==> config.mk <==
export PLATFORM = sky130hd
export DESIGN_NAME = spi_line_master_flat
export DESIGN_NICKNAME = d
export VERILOG_FILES = /design/src/rtl/spi_line_master_if.sv /design/src/rtl/spi_line_master.sv /design/src/flat_wrapper.sv
export SDC_FILE = /design/constraint.sdc
export NUM_CORES = 1
export LEC_CHECK = 0
export CORE_ASPECT_RATIO = 0.7
export CORE_MARGIN = 3
export CORE_UTILIZATION = 55
export DETAILED_ROUTE_END_ITERATION = 6
export MAX_ROUTING_LAYER = met4
export PLACE_DENSITY = 0.84
export REMOVE_ABC_BUFFERS = 1
export SLEW_MARGIN = 30
export SYNTH_ARGS = -nofsm -noshare
export SYNTH_HDL_FRONTEND = slang
export SYNTH_SLANG_ARGS = --single-unit
==> constraint.sdc <==
create_clock -name iCLK -period 18.3 [get_ports iCLK]
set_input_delay 3.66 -clock iCLK [delete_from_list [all_inputs] [get_ports iCLK]]
set_output_delay 3.66 -clock iCLK [all_outputs]
set_load 0.005 [all_outputs]
==> src/rtl/spi_line_master_if.sv <==
// Bus bundle for spi_line_master: the transfer request/response side and the
// serial pins. The master modport is the controller's view; the slave modport
// is the view of whoever drives requests and models the remote device.
interface spi_line_master_if #(
    parameter int NBIT = 128,
    parameter int NCS  = 2
);
    localparam int NBW = $clog2(NBIT / 8);
    localparam int CSW = $clog2(NCS);

    // request side
    logic            iSTART;
    logic            iABORT;
    logic [NBIT-1:0] iDATApar;
    logic [NBW-1:0]  iNBYTES;
    logic [1:0]      iMODE;
    logic [CSW-1:0]  iCS;
    logic            iMISO;

    // response side and serial pins
    logic [NBIT-1:0] oDATApar;
    logic            oDONE;
    logic            oBUSY;
    logic            oSCLK;
    logic            oMOSI;
    logic [NCS-1:0]  oSS_n;

    modport master (
        input  iSTART, iABORT, iDATApar, iNBYTES, iMODE, iCS, iMISO,
        output oDATApar, oDONE, oBUSY, oSCLK, oMOSI, oSS_n
    );

    modport slave (
        output iSTART, iABORT, iDATApar, iNBYTES, iMODE, iCS, iMISO,
        input  oDATApar, oDONE, oBUSY, oSCLK, oMOSI, oSS_n
    );
endinterface

==> src/rtl/spi_line_master.sv <==
// SPI master that shifts a whole parallel line out (MSB first) and collects
// the returned bits into a parallel line. One transfer is 1..NBIT/8 bytes in
// any of the four SPI modes, framed by a lead-in and a tail of one SCLK
// half-period each. All outputs come straight from registers.
module spi_line_master #(
    parameter int NBIT    = 128,
    parameter int CLK_DIV = 100,
    parameter int NCS     = 2
) (
    input  logic                iCLK,
    input  logic                iRST,
    spi_line_master_if.master   bus
);
    localparam int NBW = $clog2(NBIT / 8);
    // 16 SCLK edges per byte, up to NBIT/8 bytes: 4 extra bits over NBW
    localparam int HW  = NBW + 4;
    localparam int CSW = $clog2(NCS);
    localparam int DW  = $clog2(CLK_DIV);
    localparam logic [DW-1:0] DIV_MAX = DW'(CLK_DIV - 1);

    typedef enum logic [1:0] {
        ST_IDLE  = 2'd0,
        ST_LEAD  = 2'd1,
        ST_XFER  = 2'd2,
        ST_TRAIL = 2'd3
    } state_e;

    // Active-low one-cold select for the addressed slave; out-of-range
    // indices leave every select deasserted.
    function automatic logic [NCS-1:0] cs_select(input logic [CSW-1:0] idx);
        logic [NCS-1:0] sel;
        sel = {NCS{1'b1}};
        for (int i = 0; i < NCS; i++) begin
            if (CSW'(i) == idx) begin
                sel[i] = 1'b0;
            end
        end
        return sel;
    endfunction

    state_e          state_q, state_d;
    logic [DW-1:0]   div_q, div_d;     // cycles left in the current SCLK level
    logic [HW-1:0]   half_q, half_d;   // SCLK edges still to come after the first
    logic            sclk_q, sclk_d;
    logic            mosi_q, mosi_d;
    logic [NCS-1:0]  ss_n_q, ss_n_d;
    logic            busy_q, busy_d;
    logic            done_q, done_d;
    logic [NBIT-1:0] dout_q, dout_d;
    logic [NBIT-1:0] tx_q, tx_d;       // next bit to drive sits in the MSB
    logic [NBIT-1:0] rx_q, rx_d;
    logic            cpol_q, cpol_d;
    logic            cpha_q, cpha_d;

    logic            div_zero_s;
    logic            abort_s;
    logic            edge_s;
    logic            lead_edge_s;
    logic            sample_s;
    logic            drive_s;
    logic [NBIT-1:0] rx_shift_s;
    logic [NBIT-1:0] tx_shift_s;

    assign div_zero_s  = (div_q == {DW{1'b0}});
    assign abort_s     = bus.iABORT & (state_q != ST_IDLE);
    // An SCLK edge happens when a level expires at LEAD exit or in XFER while
    // edges remain; the count reaching zero means the last edge is behind us.
    assign edge_s      = ~abort_s & div_zero_s &
                         ((state_q == ST_LEAD) |
                          ((state_q == ST_XFER) & (half_q != {HW{1'b0}})));
    // Moving away from the idle level is the leading edge.
    assign lead_edge_s = (sclk_q == cpol_q);
    // CPHA=0 samples on leading edges, CPHA=1 on trailing; the other edge drives.
    assign sample_s    = edge_s & (lead_edge_s ^ cpha_q);
    assign drive_s     = edge_s & ~(lead_edge_s ^ cpha_q);
    assign rx_shift_s  = {rx_q[NBIT-2:0], bus.iMISO};
    assign tx_shift_s  = {tx_q[NBIT-2:0], 1'b0};

    // Next-state and next-output logic for the transfer sequencer.
    always_comb begin
        state_d = state_q;
        div_d   = div_q;
        half_d  = half_q;
        sclk_d  = edge_s ? ~sclk_q : sclk_q;
        mosi_d  = drive_s ? tx_q[NBIT-1] : mosi_q;
        ss_n_d  = ss_n_q;
        busy_d  = busy_q;
        done_d  = 1'b0;
        dout_d  = dout_q;
        tx_d    = drive_s ? tx_shift_s : tx_q;
        rx_d    = sample_s ? rx_shift_s : rx_q;
        cpol_d  = cpol_q;
        cpha_d  = cpha_q;

        if (abort_s) begin
            // Cancel: release the bus at once, keep the last completed line.
            state_d = ST_IDLE;
            div_d   = {DW{1'b0}};
            half_d  = {HW{1'b0}};
            sclk_d  = cpol_q;
            mosi_d  = 1'b1;
            ss_n_d  = {NCS{1'b1}};
            busy_d  = 1'b0;
        end else begin
            case (state_q)
                ST_IDLE: begin
                    if (bus.iSTART) begin
                        state_d = ST_LEAD;
                        div_d   = DIV_MAX;
                        half_d  = {bus.iNBYTES, 4'hF};
                        cpol_d  = bus.iMODE[1];
                        cpha_d  = bus.iMODE[0];
                        sclk_d  = bus.iMODE[1];
                        ss_n_d  = cs_select(bus.iCS);
                        busy_d  = 1'b1;
                        rx_d    = {NBIT{1'b0}};
                        if (bus.iMODE[0]) begin
                            // CPHA=1: first bit goes out on the first leading edge
                            tx_d   = bus.iDATApar;
                            mosi_d = 1'b1;
                        end else begin
                            // CPHA=0: first bit must be valid before the first edge
                            tx_d   = {bus.iDATApar[NBIT-2:0], 1'b0};
                            mosi_d = bus.iDATApar[NBIT-1];
                        end
                    end else begin
                        mosi_d = 1'b1;
                    end
                end
                ST_LEAD: begin
                    if (div_zero_s) begin
                        state_d = ST_XFER;
                        div_d   = DIV_MAX;
                    end else begin
                        div_d = div_q - DW'(1);
                    end
                end
                ST_XFER: begin
                    if (div_zero_s) begin
                        div_d = DIV_MAX;
                        if (half_q == {HW{1'b0}}) begin
                            state_d = ST_TRAIL;
                        end else begin
                            half_d = half_q - HW'(1);
                        end
                    end else begin
                        div_d = div_q - DW'(1);
                    end
                end
                ST_TRAIL: begin
                    if (div_zero_s) begin
                        state_d = ST_IDLE;
                        ss_n_d  = {NCS{1'b1}};
                        busy_d  = 1'b0;
                        done_d  = 1'b1;
                        dout_d  = rx_q;
                        mosi_d  = 1'b1;
                        sclk_d  = cpol_q;
                    end else begin
                        div_d = div_q - DW'(1);
                    end
                end
                default: begin
                    state_d = ST_IDLE;
                    ss_n_d  = {NCS{1'b1}};
                    busy_d  = 1'b0;
                    mosi_d  = 1'b1;
                end
            endcase
        end
    end

    // State and output registers with asynchronous reset to the idle bus.
    always_ff @(posedge iCLK or posedge iRST) begin
        if (iRST) begin
            state_q <= ST_IDLE;
            div_q   <= {DW{1'b0}};
            half_q  <= {HW{1'b0}};
            sclk_q  <= 1'b0;
            mosi_q  <= 1'b1;
            ss_n_q  <= {NCS{1'b1}};
            busy_q  <= 1'b0;
            done_q  <= 1'b0;
            dout_q  <= {NBIT{1'b0}};
            tx_q    <= {NBIT{1'b0}};
            rx_q    <= {NBIT{1'b0}};
            cpol_q  <= 1'b0;
            cpha_q  <= 1'b0;
        end else begin
            state_q <= state_d;
            div_q   <= div_d;
            half_q  <= half_d;
            sclk_q  <= sclk_d;
            mosi_q  <= mosi_d;
            ss_n_q  <= ss_n_d;
            busy_q  <= busy_d;
            done_q  <= done_d;
            dout_q  <= dout_d;
            tx_q    <= tx_d;
            rx_q    <= rx_d;
            cpol_q  <= cpol_d;
            cpha_q  <= cpha_d;
        end
    end

    assign bus.oDATApar = dout_q;
    assign bus.oDONE    = done_q;
    assign bus.oBUSY    = busy_q;
    assign bus.oSCLK    = sclk_q;
    assign bus.oMOSI    = mosi_q;
    assign bus.oSS_n    = ss_n_q;
endmodule

==> src/flat_wrapper.sv <==
// flat-port wrapper written by rule: the top's interface ports become plain ports
module spi_line_master_flat 
#(
    parameter int NBIT    = 128,
    parameter int CLK_DIV = 100,
    parameter int NCS     = 2
)
  (iCLK, iRST, bus_iSTART, bus_iABORT, bus_iDATApar, bus_iNBYTES, bus_iMODE, bus_iCS, bus_iMISO, bus_oDATApar, bus_oDONE, bus_oBUSY, bus_oSCLK, bus_oMOSI, bus_oSS_n);
  spi_line_master_if #(.NBIT(NBIT), .NCS(NCS)) bus_i ();
  input  logic iCLK;
  input  logic iRST;
  input wire logic [$bits(bus_i.iSTART)-1:0] bus_iSTART;
  input wire logic [$bits(bus_i.iABORT)-1:0] bus_iABORT;
  input wire logic [$bits(bus_i.iDATApar)-1:0] bus_iDATApar;
  input wire logic [$bits(bus_i.iNBYTES)-1:0] bus_iNBYTES;
  input wire logic [$bits(bus_i.iMODE)-1:0] bus_iMODE;
  input wire logic [$bits(bus_i.iCS)-1:0] bus_iCS;
  input wire logic [$bits(bus_i.iMISO)-1:0] bus_iMISO;
  output wire logic [$bits(bus_i.oDATApar)-1:0] bus_oDATApar;
  output wire logic [$bits(bus_i.oDONE)-1:0] bus_oDONE;
  output wire logic [$bits(bus_i.oBUSY)-1:0] bus_oBUSY;
  output wire logic [$bits(bus_i.oSCLK)-1:0] bus_oSCLK;
  output wire logic [$bits(bus_i.oMOSI)-1:0] bus_oMOSI;
  output wire logic [$bits(bus_i.oSS_n)-1:0] bus_oSS_n;
  assign bus_i.iSTART = bus_iSTART;
  assign bus_i.iABORT = bus_iABORT;
  assign bus_i.iDATApar = bus_iDATApar;
  assign bus_i.iNBYTES = bus_iNBYTES;
  assign bus_i.iMODE = bus_iMODE;
  assign bus_i.iCS = bus_iCS;
  assign bus_i.iMISO = bus_iMISO;
  assign bus_oDATApar = bus_i.oDATApar;
  assign bus_oDONE = bus_i.oDONE;
  assign bus_oBUSY = bus_i.oBUSY;
  assign bus_oSCLK = bus_i.oSCLK;
  assign bus_oMOSI = bus_i.oMOSI;
  assign bus_oSS_n = bus_i.oSS_n;
  spi_line_master #(.NBIT(NBIT), .CLK_DIV(CLK_DIV), .NCS(NCS)) u_core (.iCLK(iCLK), .iRST(iRST), .bus(bus_i));
endmodule
* Word-level counts from Yosys, hierarchy flattened
Index checks and enable logic that the tools add are counted.
** Word-level totals
- Register bits after elaboration :: 409
- Input port bits :: 140
- Output and inout bits :: 134
- Logic and storage cells :: 101
** Operators by class
- Add/subtract/negate cells :: 2
- Equal/unequal tests :: 11
- Mux-type cells :: 50
- Bitwise gates (word level) :: 11
- Reduce and logical (&&, ||, !) cells :: 14
** Operator list (number)
- $mux W128 :: 9
- $mux W8 :: 4
- $mux W7 :: 4
- $pmux W7 S3 :: 1
- $mux W2 :: 9
- $mux W1 :: 17
- $pmux W8 S2 :: 1
- $ne A3 B1 Y1 const B :: 3
- $ne A3 B2 Y1 const B :: 3
- $reduce_and A3 Y1 :: 3
- $logic_not A8 Y1 :: 1
- $pmux W2 S4 :: 1
- $reduce_bool A8 Y1 :: 1
- $sub A8 B1 Y8 const B :: 1
- $logic_not A7 Y1 :: 1
- $sub A7 B1 Y7 const B :: 1
- $and A1 B1 Y1 :: 6
- $pmux W1 S2 :: 3
- $reduce_bool A3 Y1 :: 2
- $reduce_and A5 Y1 :: 1
- $eq A2 B2 Y1 const B :: 2
- $pmux W2 S2 :: 1
- $reduce_and A4 Y1 :: 1
- $ne A3 B3 Y1 const B :: 1
- 9 further kinds :: 11

* Depth between registers and ports, before layout
Gate-level depths: netlist of run 1.
- Word-level depth :: 10
- Gate-level depth with buffers :: 11
- Depth with buffers taken out :: 7

* Worst setup path before layout of run 1
OpenSTA, ideal clock, no wires.
- Path kind :: input port to flip-flop
- Start :: input bus_iMODE[0]
- End :: register u_core.tx_q[100]
- Setup time :: 0.142 ns
- Arrival :: 4.880 ns
- Data required time :: 18.158 ns
- Setup slack :: 13.278 ns
- Stages :: 5
- Buffers on the path :: 3
- Cells stage by stage :: clkbuf_1 > clkbuf_1 > clkbuf_1 > mux2i_1 > o221ai_1
** On the way
- Word-level cells in the longest chain between the ends :: 4
** Ends and longest elaborated chain
- start: declaration :: line flat_wrapper.sv:16 : input wire logic [$bits(bus_i.iMODE)-1:0] bus_iMODE;
- $mux W128 :: line spi_line_master.sv:117 : if (bus.iMODE[0]) begin
- $mux W128 :: line spi_line_master.sv:107 : if (bus.iSTART) begin
- $mux W128 :: line spi_line_master.sv:105 : case (state_q)
- $mux W128 :: line spi_line_master.sv:95 : if (abort_s) begin
- net u_core.tx_d[100] :: line spi_line_master.sv:50 : logic [NBIT-1:0] tx_q, tx_d;
- end signal: assignment :: line spi_line_master.sv:185 : tx_q <= {NBIT{1'b0}};
- end signal: assignment :: line spi_line_master.sv:199 : tx_q <= tx_d;
- end: declaration :: line spi_line_master.sv:50
The timed path passes the listed nets, and every way through them passes these cells.
A chain may end at the register's enable or synchronous reset.

* Final worst setup path of run 1
- Start :: input bus_iABORT
- End :: register u_core.tx_q[74]
** On the way
- Word-level cells in the longest chain between the ends :: 9
** Ends and longest elaborated chain
- start: declaration :: line flat_wrapper.sv:13 : input wire logic [$bits(bus_i.iABORT)-1:0] bus_iABORT;
- $and A1 B1 Y1 (*) :: line spi_line_master.sv:65 : assign abort_s = bus.iABORT & (state_q != ST_IDLE);
- $not A1 Y1 (no source line)
- $and A1 B1 Y1 (2 in a row) :: line spi_line_master.sv:68 : assign edge_s = ~abort_s & div_zero_s &
- $and A1 B1 Y1 :: line spi_line_master.sv:75 : assign drive_s = edge_s & ~(lead_edge_s ^ cpha_q);
- $mux W128 :: line spi_line_master.sv:90 : tx_d = drive_s ? tx_shift_s : tx_q;
- $mux W128 :: line spi_line_master.sv:107
- $mux W128 :: line spi_line_master.sv:105
- $mux W128 (*) :: line spi_line_master.sv:95
- net u_core.tx_d[74] :: line spi_line_master.sv:50
Mark *: on every way through the listed nets, which the timed path passes. The rest lies on a longest branch.

==> reports/qor.yml, run 1 <==
status: "finished, final reports clean"
syn_area_um2: 18500
antenna_left: 0
yosys_warnings: 0
dr.pass1.iters: 6
layout-drive-gt1-share: 0.0435
ys_seq_area_frac: 0.554
wirelength_um: 45400
avgSynthCellArea_um2: 9.19
crit_required_ns: 18.72
die_area_um2: 35800
post_cts_buffers: 0
cts.clk_slew.worst_paths_ns: 0.06
synth_top_cells_by_count: "781 x nand2_1, 406 x dfrtp_1, 143 x a21oi_1, 134 x nand3_1, 129 x mux2i_1"
insertion_delay_ns: 0.53
htreeDepth: 2
grt_pass1_vias: 14636
fmaxAchievable_mhz: 151
synth-edff-count: 0
skew_ns: 0.0107
start_util: 0.565
ios: 274
r2r-end: "u_core.tx_q[74]"
worstSetupEndpoint: "u_core.tx_q[74]"
cts_resized: 0
grt_use_total: 0.258
port_buffers: 273
clock_sinks: 409
hold_ws_ns: 0.471
hold_viol: 0
core_area_um2: 32700
fin_nets: 2323
synthCells: 2010
die_x_um: 225
worstSetupPathType: "in -> reg"
r2r_start: "u_core.half_q[0]"
synthToLayoutAreaGrowth_pct: 22.8
overflow: 0
ys_top_cells_by_area: "dfrtp_1 55%, nand2_1 16%, mux2i_1 7.0%"
dieHeight_um: 159
r2r_cells: 9
rsz0062_at_grt: "false"
crit_start: "bus_iABORT"
tritoncts: "done"
tightest_slew_ns: 0.951
antenna_found_initial: 0
yosys_most_used_dff: "dfrtp_1"
fin_setup_tns_ns: 0
setup_viol: 0
fillCellCount: 2467
clockRootBuffer: "clkbuf_16"
num_vias: 14991
crit_path_max_fanout: 117
layout_worst_path_cycle_share: 0.361
slew_viol_final: 0
arrival_ns: 7.03
hp-class: "reg -> reg"
synth_cell_types: 46
grt_max_degree: 306
min_period_ns: 6.60
detail_route.iter0.violations: 1537
ctsHoldBuffers: 0
cts_buffer_depth: 3
cts_made_buffers: 40
num_antenna_cells: 0
wl_per_cell_um: 17.3
leakagePower_nw: 10.6
yosys.area.top_type: "dfrtp_1"
powerDensity_nw_per_um2: 120
synth-seq-cells: 409
cp-start-kind: "input pin"
reg2reg_slack_ns: 14.38
slew_headroom: 0.366
grt_pass1_wl_um: 75100
drc: 0
gp_congestion: 0.843
viasPerCell: 5.70
end_kind: "flip-flop"
synth.most_common_cell: "nand2_1"
cap_violations: 0
peakVddDrop_mv: 0.0915
synth_top_area_share: 0.550
row_count: 55
hpwl_um: 28600
synthArstFlopShare: 1.00
-- layout by cell type, fill, tap and decap left out, types with 11 or more instances in the layout --
cell type	Yosys	routed
o21ai_0	18	18
o221ai_1	126	126
clkbuf_16	0	41
nand3_1	134	134
nor2_1	20	20
clkdlybuf4s50_1	0	272
nand2_1	781	780
mux2i_1	129	129
a21oi_1	143	143
dfrtp_1	406	406
inv_1	12	11
-- flip-flops by register name, summed over array words and instances (netlist names), 2 cells and up --
signal and count:
u_core.rx_q 128, u_core.half_q 8, u_core.bus.oSS_n 2, u_core.state_q 2, u_core.tx_q 128, u_core.div_q 7
u_core.bus.oDATApar 128
-- per-layer routing --
layer	track usage	vias up	share of wire
li1	-	7171	-
met1	0.355	7356	0.45
met2	0.414	382	0.49
met3	0.0304	82	0.040
met4	0.0632	0	0.023
met5	-	-	0
-- worst max-delay path, cell delays in order --
cell,delay [ns]
clkdlybuf4s50_1,0.56
nor2b_1,0.46
nor2_1,0.25
o2111ai_4,0.33
buf_6,0.68
buf_6,0.68
nand3_1,0.17
o221ai_1,0.12
-- final cells by class --
type	instances	area (um^2)	area share
well taps	427	534	0.0236
multi-input cells	1423	7520	0.332
clock buffers	55	1140	0.0502
clock inverters	16	244	0.0108
inverters	13	58.8	0.00259
flip-flops and latches	409	10200	0.452
repair buffers	289	2930	0.129
-- kinds of logic after synthesis --
family / after synthesis / share of synthesized area
AND/OR/NAND/NOR: 965 / 0.211
multiplexers: 129 / 0.0699
XOR/XNOR: 7 / 0.00332
buffers and inverters: 178 / 0.0415
adder cells (fa/ha/maj): 7 / 0.00474
AO/OA/AOI/OAI: 315 / 0.116
flip-flops: 409 / 0.554
-- per-stage QoR --
step / std cells / util / cell area (um^2) / setup WS [ns] / power, W
after global placement: 2559 / 0.648 / 21200 / 10.89 / 0.00180
after floorplan: 1845 / - / 17700 / 3.27 / 0.00169
after CTS: 2631 / 0.692 / 22600 / 11.28 / 0.00273
after global routing: 2632 / 0.693 / 22700 / 11.49 / 0.00288
final: 2632 / 0.693 / 22700 / 11.70 / 0.00272
after detailed placement: 2560 / 0.650 / 21200 / 10.73 / 0.00185
-- where the power goes --
group | internal (W) | total, W | switching [W]
Combinational | 0.000265 | 0.000686 | 0.000421
Sequential | 0.00107 | 0.00116 | 0.0000962
Clock | 0.000522 | 0.000868 | 0.000346
-- how the worst min path moves through the flow --
stage	startpoint	to	slack [ns]	cells after the start
after floorplan	u_core.rx_q[127]	u_core.bus.oDATApar[127]	0.44	2
after global placement	u_core.bus.oDATApar[117]	u_core.bus.oDATApar[117]	0.46	2
after detailed placement	u_core.bus.oDATApar[0]	u_core.bus.oDATApar[0]	0.46	2
after CTS	u_core.bus.oDATApar[72]	u_core.bus.oDATApar[72]	0.48	2
after global routing	u_core.bus.oDATApar[3]	u_core.bus.oDATApar[3]	0.50	2
final	u_core.bus.oDATApar[72]	u_core.bus.oDATApar[72]	0.47	2
Note: power is estimated with default switching activity, not from simulation.
==> run 2: changes to the inputs <==
==> constraint.sdc (replaced) <==
create_clock -name iCLK -period 6.9 [get_ports iCLK]
set_input_delay 1.38 -clock iCLK [delete_from_list [all_inputs] [get_ports iCLK]]
set_output_delay 1.38 -clock iCLK [all_outputs]
set_load 0.005 [all_outputs]
==> reports/qor.yml, run 2 (synthesized netlist as in run 1, its figures left out) <==
status: "complete, but fails checks"  # was finished, final reports clean
violations: "DRC"
grt_pass1_vias: 14523  # was 14,636
worstSetupPathType: "in -> reg"  # unchanged
hp-class: "reg -> reg"  # unchanged
grt_max_degree: 256  # was 306
start_util: 0.565  # unchanged
detail_route.iter0.violations: 1380  # was 1,537
cp_slowest_stage_delay_ns: 0.70  # was 0.68 ns
dieHeight_um: 159  # unchanged
port_buffers: 273  # unchanged
cpMostUsedCell: "buf_4"  # was buf_6
overflow: 0  # unchanged
end_kind: "flip-flop"  # unchanged
fin_area_um2: 22600  # was 22,700 um^2
ctsHoldBuffers: 0  # unchanged
grt_use_total: 0.254  # was 0.258
utilization: 0.692  # was 0.693
cts.clk_slew.worst_paths_ns: 0.06  # about the same
powerDensity_nw_per_um2: 311  # was 120 nW/um^2
top_layer: "met4"  # unchanged
htreeDepth: 2  # unchanged
multiInputGateArea_um2: 7520  # unchanged
dr.pass1.iters: 7  # was 6
clockRootBuffer: "clkbuf_16"  # unchanged
num_vias: 14991  # unchanged
slew_viol_final: 0  # unchanged
fmaxAchievable_mhz: 246
cts_buffer_depth: 3  # unchanged
ios: 274  # unchanged
skew_ns: 0.0224  # was 0.0107 ns
leakagePower_nw: 10.6  # about the same
row_count: 55  # unchanged
peakVddDrop_mv: 0.235  # was 0.0915 mV
die_area_um2: 35800  # unchanged
min_from: "u_core.bus.oDATApar[44]"  # was u_core.bus.oDATApar[72]
die_x_um: 225  # unchanged
power_w: 0.00704  # was 0.00272 W
hpwl_um: 28200  # was 28,600 um
min_period_ns: 4.07
fin_setup_tns_ns: 0  # unchanged
wirelength_um: 44400  # was 45,400 um
insertion_delay_ns: 0.54  # was 0.53 ns
met2_length_um: 21200  # was 22,200 um
mostFrequentLayoutCells: "780 x nand2_1, 406 x dfrtp_1, 272 x clkdlybuf4s50_1"  # unchanged
critPathSlowestCell: "buf_4"  # was buf_6
min_to: "u_core.bus.oDATApar[44]"  # was u_core.bus.oDATApar[72]
fillCellCount: 2467  # unchanged
hold_depth: 2  # unchanged
layout_worst_path_cycle_share: 0.590
grt_pass1_wl_um: 73800  # was 75,100 um
met3RoutedLength_um: 1950  # was 1830 um
tritoncts: "done"  # unchanged
ff_latch_area_um2: 10200  # unchanged
core_area_um2: 32700  # unchanged
r2r-end: "u_core.rx_q[55]"  # was u_core.tx_q[74]
reg2reg_slack_ns: 3.28  # was 14.38 ns
post_cts_buffers: 0  # unchanged
setup_viol: 0  # unchanged
viasPerCell: 5.68  # was 5.70
r2r_start: "u_core.state_q[0]"  # was u_core.half_q[0]
hold_viol: 0  # unchanged
rsz0062_at_grt: "false"  # unchanged
antenna_left: 0  # unchanged
layout-drive-gt1-share: 0.0434  # was 0.0435
hold_ws_ns: 0.473  # was 0.471 ns
gp_congestion: 0.890  # was 0.843
drt-met1-wl_um: 19800  # was 20,300 um
crit_chain: "clkdlybuf4s50_1, nor2b_1, nor2_1, o2111ai_4, buf_4, buf_4, nand2_1, a21oi_1"  # was clkdlybuf4s50_1, nor2b_1, nor2_1, o2111ai_4, buf_6, buf_6, nand3_1, o221ai_1
crit_path_max_fanout: 73  # was 117
crit_required_ns: 7.35  # was 18.72 ns
place_area_um2: 21200  # about the same
final_common_cell: "nand2_1"  # unchanged
cap_violations: 0  # unchanged
cts_resized: 0  # unchanged
fin_nets: 2325  # was 2,323
clock_sinks: 409  # unchanged
wl_per_cell_um: 16.8  # was 17.3 um
synthToLayoutAreaGrowth_pct: 22.5  # was 22.8%
slew_headroom: 0.381  # was 0.366
arrival_ns: 4.52  # was 7.03 ns
cts_made_buffers: 41  # was 40
cp-start-kind: "input pin"  # unchanged
drc: 9  # was 0
antenna_found_initial: 1  # was 0
r2r_cells: 8  # was 9
tightest_slew_ns: 0.929  # was 0.951 ns
-- run 2: cell type report --
type | count | area share
tap | 427 | 0.0236
antenna | 1 | 0.000111
clock inverter | 13 | 0.00548
inverter | 13 | 0.00271
multi-input combinational | 1423 | 0.333
clock buffer | 62 | 0.0524
timing repair buffer | 290 | 0.130
sequential | 409 | 0.453
-- run 2: layer usage --
metal,vias to the layer above,GRT usage
met5,-,-
met3,98,0.0356
li1,7191,-
met2,432,0.396
met4,0,0.0820
met1,7270,0.347
-- run 2: worst max-delay path by stage --
stage | from | endpoint | slack (ns) | depth (start not counted)
global placement | bus_iABORT | u_core.rx_q[13] | 2.57 | 8
finish | bus_iABORT | u_core.rx_q[11] | 2.83 | 8
global route | bus_iABORT | u_core.rx_q[55] | 2.64 | 8
detailed placement | bus_iABORT | u_core.rx_q[2] | 2.38 | 8
floorplan | iRST | u_core.bus.oBUSY | -5.85 | 1
CTS | bus_iABORT | u_core.rx_q[11] | 2.91 | 8
-- run 2: power by group --
part / internal [W] / switching, W / leakage [nW]
sequential: 0.00283 / 0.000253 / 5.47
clock: 0.00123 / 0.000930 / 0.646
combinational: 0.000701 / 0.00109 / 4.47
total: 0.00476 / 0.00228 / 10.6
-- run 2: stage by stage --
step / worst slack, ns / cells
after CTS: 2.91 / 2635
after detailed placement: 2.38 / 2560
final: 2.83 / 2638
after global placement: 2.57 / 2560
after global routing: 2.64 / 2638
after floorplan: -5.85 / 1845
-- run 2: worst max-delay path, delay by kind of cell --
kind | cells | cell delay [ns]
AO/OA/AOI/OAI | 2 | 0.36
buffers and inverters | 3 | 1.75
AND/OR/NAND/NOR | 3 | 0.96
==> run 3: changes to the inputs <==
--- a/config.mk
+++ b/config.mk
@@ -7,10 +7,10 @@
 export LEC_CHECK = 0
 export CORE_ASPECT_RATIO = 0.7
 export CORE_MARGIN = 3
-export CORE_UTILIZATION = 55
+export CORE_UTILIZATION = 49
 export DETAILED_ROUTE_END_ITERATION = 6
 export MAX_ROUTING_LAYER = met4
-export PLACE_DENSITY = 0.84
+export PLACE_DENSITY = 0.79
 export REMOVE_ABC_BUFFERS = 1
 export SLEW_MARGIN = 30
 export SYNTH_ARGS = -nofsm -noshare
==> constraint.sdc (replaced) <==
create_clock -name iCLK -period 3.6 [get_ports iCLK]
set_input_delay 0.72 -clock iCLK [delete_from_list [all_inputs] [get_ports iCLK]]
set_output_delay 0.72 -clock iCLK [all_outputs]
set_load 0.005 [all_outputs]
==> reports/qor.yml, run 3 (synthesized netlist as in run 1, its figures left out) <==
status: "finished, final reports clean"  # was complete, but fails checks
wirelength_um: 46800  # was 44,400 um
clock_sinks: 409  # unchanged
die_area_um2: 40100  # was 35,800 um^2
stdcell_count: 2723  # was 2,638
power_w: 0.0138  # was 0.00704 W
antenna_left: 0  # unchanged
hp-class: "reg -> reg"  # unchanged
htreeDepth: 2  # unchanged
cts_resized: 0  # unchanged
end_kind: "flip-flop"  # unchanged
fmaxAchievable_mhz: 328
viasPerCell: 5.56  # was 5.68
insertion_delay_ns: 0.56  # was 0.54 ns
grt_pass1_wl_um: 75900  # was 73,800 um
num_vias: 15148  # was 14,991
layout-drive-gt1-share: 0.0589  # was 0.0434
tritoncts: "done"  # unchanged
crit_required_ns: 4.06  # was 7.35 ns
die_x_um: 238  # was 225 um
min_period_ns: 3.05
peakVddDrop_mv: 0.443  # was 0.235 mV
place_inst: 2650  # was 2,560
cap_violations: 0  # unchanged
powerDensity_nw_per_um2: 599  # was 311 nW/um^2
place_area_um2: 21700  # was 21,200 um^2
cts.clk_slew.worst_paths_ns: 0.06  # about the same
port_buffers: 273  # unchanged
hold_ws_ns: 0.474  # was 0.473 ns
leakagePower_nw: 10.8  # was 10.6 nW
fin_area_um2: 23100  # was 22,600 um^2
post_cts_buffers: 0  # unchanged
rsz0062_at_grt: "false"  # unchanged
grt_max_degree: 212  # was 256
cts_buffer_depth: 3  # unchanged
cp-start-kind: "flip-flop"  # was input pin
slew_headroom: 0.417  # was 0.381
grt_pass1_vias: 14945  # was 14,523
ios: 274  # unchanged
drc: 0  # was 9
crit_path_max_fanout: 26  # was 73
r2r_start: "u_core.half_q[0]"  # was u_core.state_q[0]
skew_ns: 0.0227  # was 0.0224 ns
final_common_cell: "nand2_1"  # unchanged
detail_route.iter0.violations: 1305  # was 1,380
layout_worst_path_cycle_share: 0.847
fin_nets: 2360  # was 2,325
mostFrequentLayoutCells: "780 x nand2_1, 406 x dfrtp_1, 272 x clkdlybuf4s50_1"  # unchanged
slew_viol_final: 0  # unchanged
antenna_found_initial: 1  # unchanged
core_area_um2: 36500  # was 32,700 um^2
setup_viol: 0  # unchanged
hold_viol: 0  # unchanged
gp_congestion: 0.844  # was 0.890
grt_use_total: 0.236  # was 0.254
fin_setup_tns_ns: 0  # unchanged
clockRootBuffer: "clkbuf_16"  # unchanged
dr.pass1.iters: 7  # unchanged
row_count: 58  # was 55
overflow: 0  # unchanged
worstSetupPathType: "reg -> reg"  # was in -> reg
tightest_slew_ns: 0.874  # was 0.929 ns
cts_made_buffers: 41  # unchanged
synthToLayoutAreaGrowth_pct: 25.1  # was 22.5%
dieHeight_um: 168  # was 159 um
start_util: 0.506  # was 0.565
hpwl_um: 31500  # was 28,200 um
crit_start: "u_core.half_q[0]"  # was bus_iABORT
wl_per_cell_um: 17.2  # was 16.8 um
min_from: "u_core.bus.oDATApar[123]"  # was u_core.bus.oDATApar[44]
ctsHoldBuffers: 0  # unchanged
arrival_ns: 3.51  # was 4.52 ns
## run 3: cell type report
cell class | instances | area, um^2
Timing Repair Buffer | 325 | 3300
Clock inverter | 15 | 215
Sequential cell | 409 | 10200
Multi-Input combinational cell | 1423 | 7510
Fill cell | 2978 | 13400
Tap cell | 480 | 601
Antenna cell | 1 | 2.50
Clock buffer | 57 | 1170
Inverter | 13 | 58.8
## run 3: report_power, final
part / internal (W) / switching (W) / leakage, nW
clock: 0.00251 / 0.00185 / 0.677
sequential: 0.00542 / 0.000479 / 5.47
combinational: 0.00143 / 0.00215 / 4.68
total: 0.00936 / 0.00448 / 10.8
## run 3: routing by layer
metal  vias up  share of wire  track usage  wire length, um
met2       381           0.50        0.394            23500
met1      7450           0.44        0.306            20400
met3        71          0.042       0.0308             1970
met4         0          0.020       0.0678              940
li1       7246              -            -                -
met5         -              0            -                0
## run 3: critical path: stages, from the launching register on
cell,delay [ns]
dfrtp_1,0.43
inv_1,0.08
ha_1,0.22
nor4b_2,0.41
nand2_1,0.36
o2111ai_4,0.76
buf_4,0.40
nand2_1,0.11
a21oi_1,0.18
## run 3: worst paths after layout
kind / endpoint / slack (ns) / cells past startpoint
worst max-delay path: u_core.rx_q[45] / 0.55 / 8
worst min-delay path: u_core.bus.oDATApar[123] / 0.47 / 2
worst max register to register: u_core.rx_q[45] / 0.55 / 8
worst min register to register: u_core.bus.oDATApar[123] / 0.47 / 2
max in group asynchronous: u_core.tx_q[24] / 1.98 / 3
min in group asynchronous: u_core.bus.oDATApar[59] / 0.64 / 2
## run 3: through the flow
stage               utilization  worst slack, ns
CTS                       0.633            0.584
finish                    0.633            0.550
global placement          0.595            0.456
detailed placement        0.595            0.380
floorplan                     -            -8.49
global route              0.633            0.350
